### src/rtl/i2c_tx_arbiter.sv
// Round-robin arbiter multiplexing NUM_REQ byte producers onto the i2c slave TX FIFO write port.
// Optional stall timeout is enabled by defining I2C_ARB_TIMEOUT_EN.
module i2c_tx_arbiter #(
  parameter int NUM_REQ     = 4,
  parameter int DATA_W      = 8,
  parameter int MAX_BURST   = 4,
  parameter int TIMEOUT_CYC = 64
) (
  input  logic                      clk,
  input  logic                      rst,
  input  logic [NUM_REQ-1:0]        req,
  input  logic [NUM_REQ*DATA_W-1:0] req_data,
  input  logic [NUM_REQ-1:0]        req_last,
  output logic [NUM_REQ-1:0]        ack,
  input  logic                      fifo_full,
  output logic                      write_enable,
  output logic [DATA_W-1:0]         write_data,
  output logic [NUM_REQ-1:0]        grant,
  output logic                      busy,
  output logic                      timeout
);

  localparam int IDX_W = (NUM_REQ > 1) ? $clog2(NUM_REQ) : 1;

  typedef enum logic {S_IDLE = 1'b0, S_BURST = 1'b1} state_e;

  state_e             state_q, state_d;
  logic [IDX_W-1:0]   gidx_q, gidx_d;
  logic [IDX_W-1:0]   ptr_q, ptr_d;
  logic [NUM_REQ-1:0] grant_q, grant_d;
  logic [7:0]         burst_cnt_q, burst_cnt_d;

  logic [DATA_W-1:0]  data_arr [NUM_REQ];
  logic               found;
  logic [IDX_W-1:0]   pick;
  logic               accept;
  logic               last_beat;
  logic               release_w;
  logic               to_fire;

  for (genvar gi = 0; gi < NUM_REQ; gi++) begin : g_slice
    assign data_arr[gi] = req_data[gi*DATA_W +: DATA_W];
  end

  // Rotating-priority search starting just after the last released index.
  always_comb begin
    int cand;
    found = 1'b0;
    pick  = ptr_q;
    cand  = 0;
    for (int k = 1; k <= NUM_REQ; k++) begin
      cand = (int'(ptr_q) + k) % NUM_REQ;
      if (!found && req[IDX_W'(cand)]) begin
        found = 1'b1;
        pick  = IDX_W'(cand);
      end
    end
  end

  assign busy      = (state_q == S_BURST);
  assign accept    = busy & req[gidx_q] & ~fifo_full;
  assign last_beat = accept & (req_last[gidx_q] | (burst_cnt_q == 8'(MAX_BURST-1)));

`ifdef I2C_ARB_TIMEOUT_EN
  localparam int ST_W = $clog2(TIMEOUT_CYC + 1);

  logic [ST_W-1:0] stall_cnt_q, stall_cnt_d;
  logic            stall;

  assign stall   = busy & req[gidx_q] & fifo_full;
  assign to_fire = stall & (stall_cnt_q == ST_W'(TIMEOUT_CYC-1));

  // Only uninterrupted stalls accumulate; accept, withdraw and release all clear it.
  always_comb begin
    stall_cnt_d = '0;
    if (stall && !to_fire) begin
      stall_cnt_d = stall_cnt_q + 1'b1;
    end
  end

  always_ff @(posedge clk or posedge rst) begin
    if (rst) begin
      stall_cnt_q <= '0;
    end else begin
      stall_cnt_q <= stall_cnt_d;
    end
  end
`else
  assign to_fire = 1'b0;
`endif

  assign release_w = busy & (last_beat | ~req[gidx_q] | to_fire);

  always_comb begin
    state_d     = state_q;
    gidx_d      = gidx_q;
    ptr_d       = ptr_q;
    grant_d     = grant_q;
    burst_cnt_d = burst_cnt_q;
    unique case (state_q)
      S_IDLE: begin
        if (found) begin
          state_d     = S_BURST;
          gidx_d      = pick;
          grant_d     = NUM_REQ'(1) << pick;
          burst_cnt_d = '0;
        end
      end
      S_BURST: begin
        if (accept) begin
          burst_cnt_d = burst_cnt_q + 8'd1;
        end
        if (release_w) begin
          state_d     = S_IDLE;
          grant_d     = '0;
          ptr_d       = gidx_q;
          burst_cnt_d = '0;
        end
      end
      default: state_d = S_IDLE;
    endcase
  end

  always_ff @(posedge clk or posedge rst) begin
    if (rst) begin
      state_q     <= S_IDLE;
      gidx_q      <= '0;
      ptr_q       <= IDX_W'(NUM_REQ-1);
      grant_q     <= '0;
      burst_cnt_q <= '0;
    end else begin
      state_q     <= state_d;
      gidx_q      <= gidx_d;
      ptr_q       <= ptr_d;
      grant_q     <= grant_d;
      burst_cnt_q <= burst_cnt_d;
    end
  end

  // Write-port outputs follow the registered grant so reset silences them at once.
  assign write_enable = accept;
  assign write_data   = accept ? data_arr[gidx_q] : '0;
  assign ack          = accept ? grant_q : '0;
  assign grant        = grant_q;
  assign timeout      = to_fire;

endmodule
### config.mk
export PLATFORM = sky130hd
export DESIGN_NAME = i2c_tx_arbiter
export DESIGN_NICKNAME = d
export VERILOG_FILES = /design/src/rtl/i2c_tx_arbiter.sv
export SDC_FILE = /design/constraint.sdc
export NUM_CORES = 1
export LEC_CHECK = 0
export BUFFER_PORTS_ARGS = -buffer_cell sky130_fd_sc_hd__buf_2
export CORE_UTILIZATION = 46
export DETAILED_ROUTE_END_ITERATION = 7
export PLACE_DENSITY = 0.78
export SETUP_SLACK_MARGIN = 0.2
export SYNTH_ARGS = -nofsm -noshare
export SYNTH_HDL_FRONTEND = slang
export SYNTH_SLANG_ARGS = --single-unit
### constraint.sdc
create_clock -name clk -period 2.5 [get_ports clk]
set_clock_uncertainty 0.05 [all_clocks]
set_input_delay 0 -clock clk [delete_from_list [all_inputs] [get_ports clk]]
set_output_delay 0 -clock clk [all_outputs]
set_load 0.02 [all_outputs]
## Word-level counts from Yosys, hierarchy flattened

Cells that the tools add are included.

- Register bits: 17
- Latch bits: 0
- Bits in writable memories: 0
- Bits in read-only memories: 0
- Bits of input ports: 43
- Output and inout port bits: 19
- Logic and storage cells: 80
- Memories kept: 0

- Add/subtract/negate cells: 5
- Multiply operators: 0
- Div/mod/pow operators: 0
- Magnitude comparators: 6
- Equal/unequal tests: 4
- Shifts and indexed selects: 1
- Muxes and demuxes: 39
- Bitwise operators: 10
- Reductions and logical operators: 10

Operators by type and width:

| kind | number |
|---|---|
| $mux W8 | 6 |
| $bmux W8 S2 | 1 |
| $lt A2 B4 Y1 const B | 4 |
| $mux W1 | 16 |
| $pmux W8 S2 | 1 |
| $bmux W1 S2 | 6 |
| $mux W4 | 3 |
| $add A8 B1 Y8 const B | 1 |
| $eq A8 B2 Y1 const B | 1 |
| $mux W2 | 4 |
| $pmux W4 S2 | 1 |
| $reduce_and A2 Y1 | 4 |
| $add A2 B1 Y2 const B | 2 |
| $add A2 B2 Y2 const B | 2 |
| $and A1 B1 Y1 | 4 |
| $shl A1 B2 Y4 const A | 1 |
| $ge A3 B3 Y1 const B | 1 |
| $logic_and A1 B1 Y1 | 3 |
| $logic_not A1 Y1 | 3 |
| $lt A2 B3 Y1 const B | 1 |
| $ne A3 B1 Y1 const B | 1 |
| $not A1 Y1 | 3 |
| $not A2 Y3 | 1 |
| $ne A2 B1 Y1 const B | 1 |
| other kinds (3) | 4 |

## Depth between registers and ports, before layout

Gate-level depths: netlist of run 1.

- Depth in word-level cells: 17
- Gate-level depth with buffers: 6
- Gate-level depth less buffers: 5

## Least setup slack after synthesis of run 1

Ideal clock, no wire load.

- Path kind: flip-flop to flip-flop
- From: register gidx_q[0]
- To: register grant_q[0] (netlist: grant[0])
- Setup time: 122 ps
- Data arrival time: 1667 ps
- Data required time: 2328 ps
- Path slack: 662 ps
- Stages on the path, launching flop included: 6
- Path buffers: 1
- Clock period less this slack: 1838 ps
- Path through: dfrtp_1 -> mux4_2 -> a22o_1 -> buf_6 -> a21o_1 -> a32o_1

- Word-level cells in the longest chain between the ends: 9
- Elaborated cells on any way between the ends: 13
- Classes of those cells: 1 x eq/ne; 4 x mux; 7 x bitwise; 1 x reduce/logical

RTL lines:

| what | RTL line | text |
|---|---|---|
| from (decl) | 28 | `logic [IDX_W-1:0] gidx_q, gidx_d;` |
| from (signal assigned) | 133 | `gidx_q <= gidx_d;` |
| $bmux W1 S2 | 61, 92 |  |
| $mux W1 (not written as such) | 61, 92 |  |
| $and A1 B1 Y1 (2 in a row) | 61 | `assign accept = busy & req[gidx_q] & ~fifo_full;` |
| $and A1 B1 Y1 | 62 | `assign last_beat = accept & (req_last[gidx_q] \| (burst_cnt_q == 8'(MAX_BURST-1)));` |
| $or A1 B1 Y1 (*) | 92 | `assign release_w = busy & (last_beat \| ~req[gidx_q] \| to_fire);` |
| $and A1 B1 Y1 (*) | 92 |  |
| $ne A2 B1 Y1 (no line) (*) | - |  |
| $reduce_and A2 Y1 (no line) (*) | - |  |
| to (signal assigned) | 135 | `grant_q <= grant_d;` |
| to (decl) | 30 | `logic [NUM_REQ-1:0] grant_q, grant_d;` |

Mark *: on every way between the ends. The rest lies on a longest branch, timed or not. The select of a mux whose other input is x is not followed.
A chain may end at the register's enable or synchronous reset.

## Final worst setup path of run 1

- From: register gidx_q[0]
- To: output port ack[2]

- Word-level cells in the longest chain between the ends: 5

RTL lines:

| what | RTL line | text |
|---|---|---|
| $bmux W1 S2 | 61 |  |
| $mux W1 (not written as such) | 61 |  |
| $and A1 B1 Y1 (2 in a row) | 61 |  |
| $mux W4 | 143 | `assign ack = accept ? grant_q : '0;` |
| to (decl) | 14 | `output logic [NUM_REQ-1:0] ack,` |

No other way between the ends. The select of a mux whose other input is x is not followed.

==> results of run 1 <==
## per-layer routing
metal	track usage [%]	up-vias
met5	0	-
met1	28.5	605
met2	43.2	55
met3	3.55	2
li1	-	609
met4	6.67	0
## worst max-delay path: stages (launching register included)
cell and delay [ns]:
dfrtp_2 0.45, mux4_2 0.56, and2_2 0.30, nor2b_4 0.19, and2_1 0.16, buf_2 0.16
## layout make-up
| type | count | area, um2 |
|---|---|---|
| Clock buffer | 4 | 26.3 |
| Tap cell | 30 | 37.5 |
| Multi-Input combinational cell | 97 | 798 |
| Timing Repair Buffer | 64 | 333 |
| Fill cell | 234 | 923 |
| Inverter | 5 | 18.8 |
| Sequential cell | 17 | 430 |
## through the flow
step	utilization (%)	setup WS [ns]	power [mW]	area, um2
after floorplan	-	0.662	1.11	1300
after CTS	63.9	0.219	1.46	1640
after global placement	62.5	0.547	1.28	1600
after global routing	64.0	0.271	1.57	1640
final	64.0	0.351	1.46	1640
after detailed placement	62.5	0.402	1.32	1600
## how the worst max path moves through the flow
stage / start / endpoint / cells past startpoint
finish: gidx_q[0] / ack[2] / 5
global route: gidx_q[0] / write_data[0] / 5
CTS: gidx_q[0] / ack[2] / 5
detailed placement: gidx_q[1] / burst_cnt_q[4] / 4
global placement: gidx_q[0] / grant[0] / 4
floorplan: gidx_q[0] / grant[0] / 5
## logic make-up (layout without fill, tap and decap cells)
logic type / after synthesis / in the layout / synth area share (%)
AO/OA/AOI/OAI: 33 / 33 / 18.0
multiplexers: 14 / 14 / 19.9
other: 1 / 1 / 0.289
adder cells (fa/ha/maj): 1 / 1 / 0.964
buffers and inverters: 14 / 73 / 5.59
flip-flops: 17 / 17 / 33.0
AND/OR/NAND/NOR: 48 / 48 / 22.3
## repair_timing
| item | in CTS | in global routing |
|---|---|---|
| hold buffers | 1 | 0 |
| hold endpoints to repair | 15 | 0 |
| gates resized for setup | 1 | 2 |
| endpoints found under the setup margin | 12 | 12 |
## power by group
| group | switching (mW) | internal, mW | total (mW) | leakage, nW |
|---|---|---|---|---|
| clock network | 0.0817 | 0.0619 | 0.144 | 0.0150 |
| registers | 0.114 | 0.365 | 0.479 | 0.218 |
| logic | 0.436 | 0.400 | 0.837 | 0.558 |
## flip-flops by register name (all words and copies together) (netlist names)
name         flops
burst_cnt_q      8
busy             1
gidx_q           2
grant            4
ptr_q            2
## cell usage in the layout, fill, tap and decap left out, types with 3 or more instances in the layout
cell	netlist	routed
buf_2	1	60
and2_1	15	14
dfrtp_1	15	13
mux4_2	9	9
nand2_1	8	8
inv_1	5	5
o21ai_0	5	5
o21ai_1	5	5
nand3_1	4	4
nor2_1	4	4
nand2b_1	4	4
mux2_1	3	3
a21oi_1	3	3
clkbuf_4	0	3
buf_4	3	3
==> results.md, run 1 <==
- Status: finished, final reports clean
- Nets: 232
- DR WL/cell: 15.0 um
- GRT Total Usage: 23.6%
- Antenna violations before repair: 0
- Starting density of the core: 50.5%
- IO Pins: 62
- Die area: around 3000 um2
- Setup repair bufs after CTS: 0
- EDFF count, synth: 0
- Asr flop ratio synth: between 90% and 100%
- Post-synth top cells: and2_1 (15), dfrtp_1 (15), mux4_2 (9)
- ANT nets after route: 0
- Worst-path fanout max: 13
- Synth area leader: dfrtp_1
- Vias per inst: 5.86
- Final WL: ~3200 um
- Total grt overflow: 0
- Total CTS buffers: 3
- Clock sinks: 17
- Gp weighted congestion: 0.857
- Pin count of the biggest net entering global routing: 18
- Vias in the first global route: 1177
- Clock tree buffer depth: 2
- Yosys warns: 0
- Unrepaired setup endpoints after global routing: false
- # DRC: 0
- P per Cell Area: between 800 and 900 nW/um2
- Startpoint types: register
- Post-DP HPWL: 2590 um
- Worst r2r dst: burst_cnt_q[4]
- Die H: 55.1 um
- Setup TNS: 0 ns
- Synthesized area per cell: 10.1 um2
- TritonCTS clock tree: built
- R2r setup slk: 0.47 ns
- Req. time, crit path: 2.45 ns
- Row Count: 18
- # placed instances: about 210
- H-tree depth: 1
- Hold path depth: 4
- Synth-to-layout area growth: 26.7%
- Critical Setup Path Class: reg2out
- Crit path DAT: 2.10 ns
- Routed metal-1 wirelength: 1360 um
- Via count: 1271
- F_max: 0.465 GHz
- Number of antenna repair diodes: 0
- RR Startpoint: gidx_q[0]
- Fin. max-slew vios: 0
- Yosys reg bits: 17
- Static Leakage: just under 0.8 nW
- Hold worst-path end: busy
- Final critical-path share of the clock period: 86.0%
- Hold path start: req[2]
- Yosys cell types: 45
- TritonRoute pass-1 iters: 4
- Fin Hold WS: between 0.15 and 0.2 ns
- Worst skew pair latency: 0.28 ns
- Die Span X: 55.1 um
- Max Cap Violations: 0
- FF-to-FF path depth: 4
- Worst slew pin tran: about 0.63 ns
- Peak supply drop: 767 uV
- Post-synthesis sequential area ratio: about a third
- Mapped cell area: approximately 1300 um2
- Layout cells sized above 1: 44.4%
- Clk slew on worst S/H paths: 0.09 ns
- Min-delay worst type: in2reg
- Synth top area cells: dfrtp_1 (29%), mux4_2 (16%), and2_1 (7.2%), dfstp_2 (4.1%), mux2_1 (2.6%)
- Met2 WL: 1610 um
- Setup-violating endpoint count in the final report: 0
- Fin. Hold Viols: 0
- Slew HR: 57.7%
- Ys flop type: dfrtp_1
- Crit end category: output port
- Count of buffers from port buffering: 60
- Share of the synthesized area in the top cell type: 28.9%
- Top Layer Used: met4
- Number of cells in the finished layout apart from fillers: around 220
- Metal3 WL: 258 um
- Syn Nets: 172
- First-pass GRT wire length: around 5000 um
- Post-Syn Instances: 128
- DR iter-0 viols: 25
- Fin crit period: around 2.1 ns
- Root Buffer: clkbuf_4
- Area of the core: ~2600 um2
Power figures use the tool's default switching activity.
==> run 2: changes to the inputs <==
--- a/config.mk
+++ b/config.mk
@@ -6,9 +6,12 @@
 export NUM_CORES = 1
 export LEC_CHECK = 0
 export BUFFER_PORTS_ARGS = -buffer_cell sky130_fd_sc_hd__buf_2
-export CORE_UTILIZATION = 46
+export CELL_PAD_IN_SITES_DETAIL_PLACEMENT = 0
+export CELL_PAD_IN_SITES_GLOBAL_PLACEMENT = 1
+export CORE_MARGIN = 10
+export CORE_UTILIZATION = 34
 export DETAILED_ROUTE_END_ITERATION = 7
-export PLACE_DENSITY = 0.78
+export PLACE_DENSITY_LB_ADDON = 0.1
 export SETUP_SLACK_MARGIN = 0.2
 export SYNTH_ARGS = -nofsm -noshare
 export SYNTH_HDL_FRONTEND = slang
==> run 2 against run 1 <==
Sequential power fell by 3%. Fmax fell by 0.22%. Worst setup slack got worse by 0.0046 ns. Largest power group unchanged. Global-route usage fell by 11 points. Clock power rose by 41%. Routed wire length rose by 25%. Critical path type unchanged. Worst hold slack improved by 0.042 ns. Critical path depth did not move. Die area rose by 120%.
==> results.md, run 2 (synthesis results as in run 1) <==
- DR iter-0 viols: 52 (+110%)
- Antenna violations before repair: 0 (unchanged)
- Static Leakage: 0.805 nW (+1.8%)
- Startpoint types: register
- Max Cap Violations: 0 (unchanged)
- Crit end category: output port
- Worst-path fanout max: 10 (-3)
- Clock sinks: 17 (unchanged)
- Worst r2r dst: burst_cnt_q[4]
- Vias per inst: 5.33 (-9.0%)
- DR WL/cell: 17.1 um (+15%)
- Largest Register: burst_cnt_q
- Tot Pwr: 1.52 mW (+4.3%)
- Total grt overflow: 0 (unchanged)
- Fin Hold WS: 0.193 ns (+0.0422 ns)
- R2r setup slk: 0.44 ns (-0.03 ns)
- Clk slew on worst S/H paths: 0.07 ns (-0.02 ns)
- Clock tree buffer depth: 2 (unchanged)
- Starting density of the core: 35.2% (-15 points)
- GRT Total Usage: 12.5% (-11 points)
- Fin. max-slew vios: 0 (unchanged)
- Vias in the first global route: 1348 (+15%)
- Die H: 81.8 um (+48%)
- Pin count of the biggest net entering global routing: 18 (unchanged)
- Final WL: 4040 um (+25%)
- Worst slew pin tran: 0.652 ns (+0.0189 ns)
- H-tree depth: 1 (unchanged)
- Via count: 1258 (-1.0%)
- P per Cell Area: 898 nW/um2 (+1.2%)
- Min-delay worst type: in2reg
- Number of antenna repair diodes: 0 (unchanged)
- # DRC: 0 (unchanged)
- Setup-violating endpoint count in the final report: 0 (unchanged)
- Total CTS buffers: 3 (unchanged)
- Final critical-path share of the clock period: 86.2% (+0.19 points)
- Status: finished, final reports clean
- Synth-to-layout area growth: 30.6%
- Max reg flops: 8 (unchanged)
- Critical Setup Path Class: reg2out
- IO Pins: 62 (unchanged)
- Gp weighted congestion: 0.870 (+1.5%)
- Critical path origin: gidx_q[0]
- Most common cell after layout, fill and taps aside: buf_2
- F_max: 0.464 GHz (-0.22%)
- Req. time, crit path: 2.45 ns (about the same)
- Leading cell types in the layout, fill and taps excluded: buf_2 (60), and2_1 (14), dfrtp_1 (14), mux4_2 (9), nand2_1 (8)
- Fin area: 1690 um2 (+3.0%)
- Setup repair bufs after CTS: 0 (unchanged)
- Fin crit period: 2.15 ns (+0.00464 ns)
- RR Startpoint: gidx_q[0]
- Placement Cell Area: 1630 um2 (+1.4%)
- Crit path DAT: 2.10 ns (about the same)
- First-pass GRT wire length: 6730 um (+34%)
- Unrepaired setup endpoints after global routing: false
- FF-to-FF path depth: 4 (unchanged)
- Die area: 6690 um2 (+120%)
- Peak supply drop: 336 uV (-56%)
- CP Capture Point: ack[1]
- Fin. Hold Viols: 0 (unchanged)
- Area of the core: 3690 um2 (+44%)
- Root Buffer: clkbuf_8
- Post-DP HPWL: 3230 um (+25%)
- Nets: 233 (+0.43%)
- TritonCTS clock tree: built
- Setup TNS: 0 ns (unchanged)
- Finished Core Util: 45.9% (-18 points)
- Worst skew pair latency: 0.25 ns (-0.03 ns)
- Slew HR: 56.5% (-1.3 points)
- Die Span X: 81.8 um (+48%)
- Layout cells sized above 1: 44.7% (+0.30 points)
- Row Count: 22 (+4)
- Count of buffers from port buffering: 60 (unchanged)
- TritonRoute pass-1 iters: 4 (unchanged)
- ANT nets after route: 0 (unchanged)
[run 2: cell types whose count changed in the layout (fill, tap and decap cells not counted)]
| cell | previous run | this run |
|---|---|---|
| clkbuf_1 | 1 | 0 |
| dfrtp_1 | 13 | 14 |
| clkbuf_4 | 3 | 0 |
| clkinv_2 | 0 | 1 |
| clkbuf_8 | 0 | 3 |
| nor2b_2 | 0 | 1 |
| dfrtp_2 | 2 | 1 |
[run 2: area by class of cell]
type,count,area [um2]
timing repair buffer,64,333
clock inverter,1,5.00
fill,363,1990
sequential,17,429
multi-input combinational,98,807
tap,48,60.1
clock buffer,3,41.3
inverter,5,18.8
[run 2: timing repair]
item,CTS,global route
endpoints found under the hold margin,15,0
endpoints found under the setup margin,12,12
pin swaps,0,0
gates resized for setup,1,1
cloned,0,1
hold buffers,1,0
[run 2: worst min path at each step]
stage	start	end	slack [ns]	depth (start not counted)
floorplan	rst	burst_cnt_q[0]	-0.13	1
global placement	rst	burst_cnt_q[0]	0.08	2
detailed placement	rst	grant[0]	0.09	2
CTS	req[2]	busy	0.19	4
global route	req[2]	gidx_q[1]	0.27	5
finish	req[2]	busy	0.19	4
[run 2: power by group]
part           switching [mW]  internal, mW  leakage, nW  total (mW)
registers               0.102         0.364        0.219       0.467
logic                   0.447         0.405        0.561       0.852
clock network          0.0926         0.110       0.0255       0.203
total                   0.642         0.880        0.805        1.52
[run 2: per-layer routing]
metal,share of wire (%),track usage (%),vias to the layer above,routed length (um)
li1,-,-,606,-
met1,42,14.3,605,1700
met2,49,22.7,45,1980
met3,8.5,2.95,2,344
met4,0.40,3.06,0,16
met5,0,0,-,0
[run 2: critical path, cell delays in order, from the launching register on]
cell,delay [ns]
dfrtp_1,0.45
mux4_2,0.58
and2_2,0.30
nor2b_2,0.21
and2_1,0.16
buf_2,0.15
[run 2: per-stage QoR]
| stage | std cells | setup WS (ns) |
|---|---|---|
| floorplan | 128 | 0.662 |
| global placement | 230 | 0.456 |
| detailed placement | 230 | 0.405 |
| CTS | 235 | 0.235 |
| global route | 236 | 0.247 |
| finish | 236 | 0.346 |
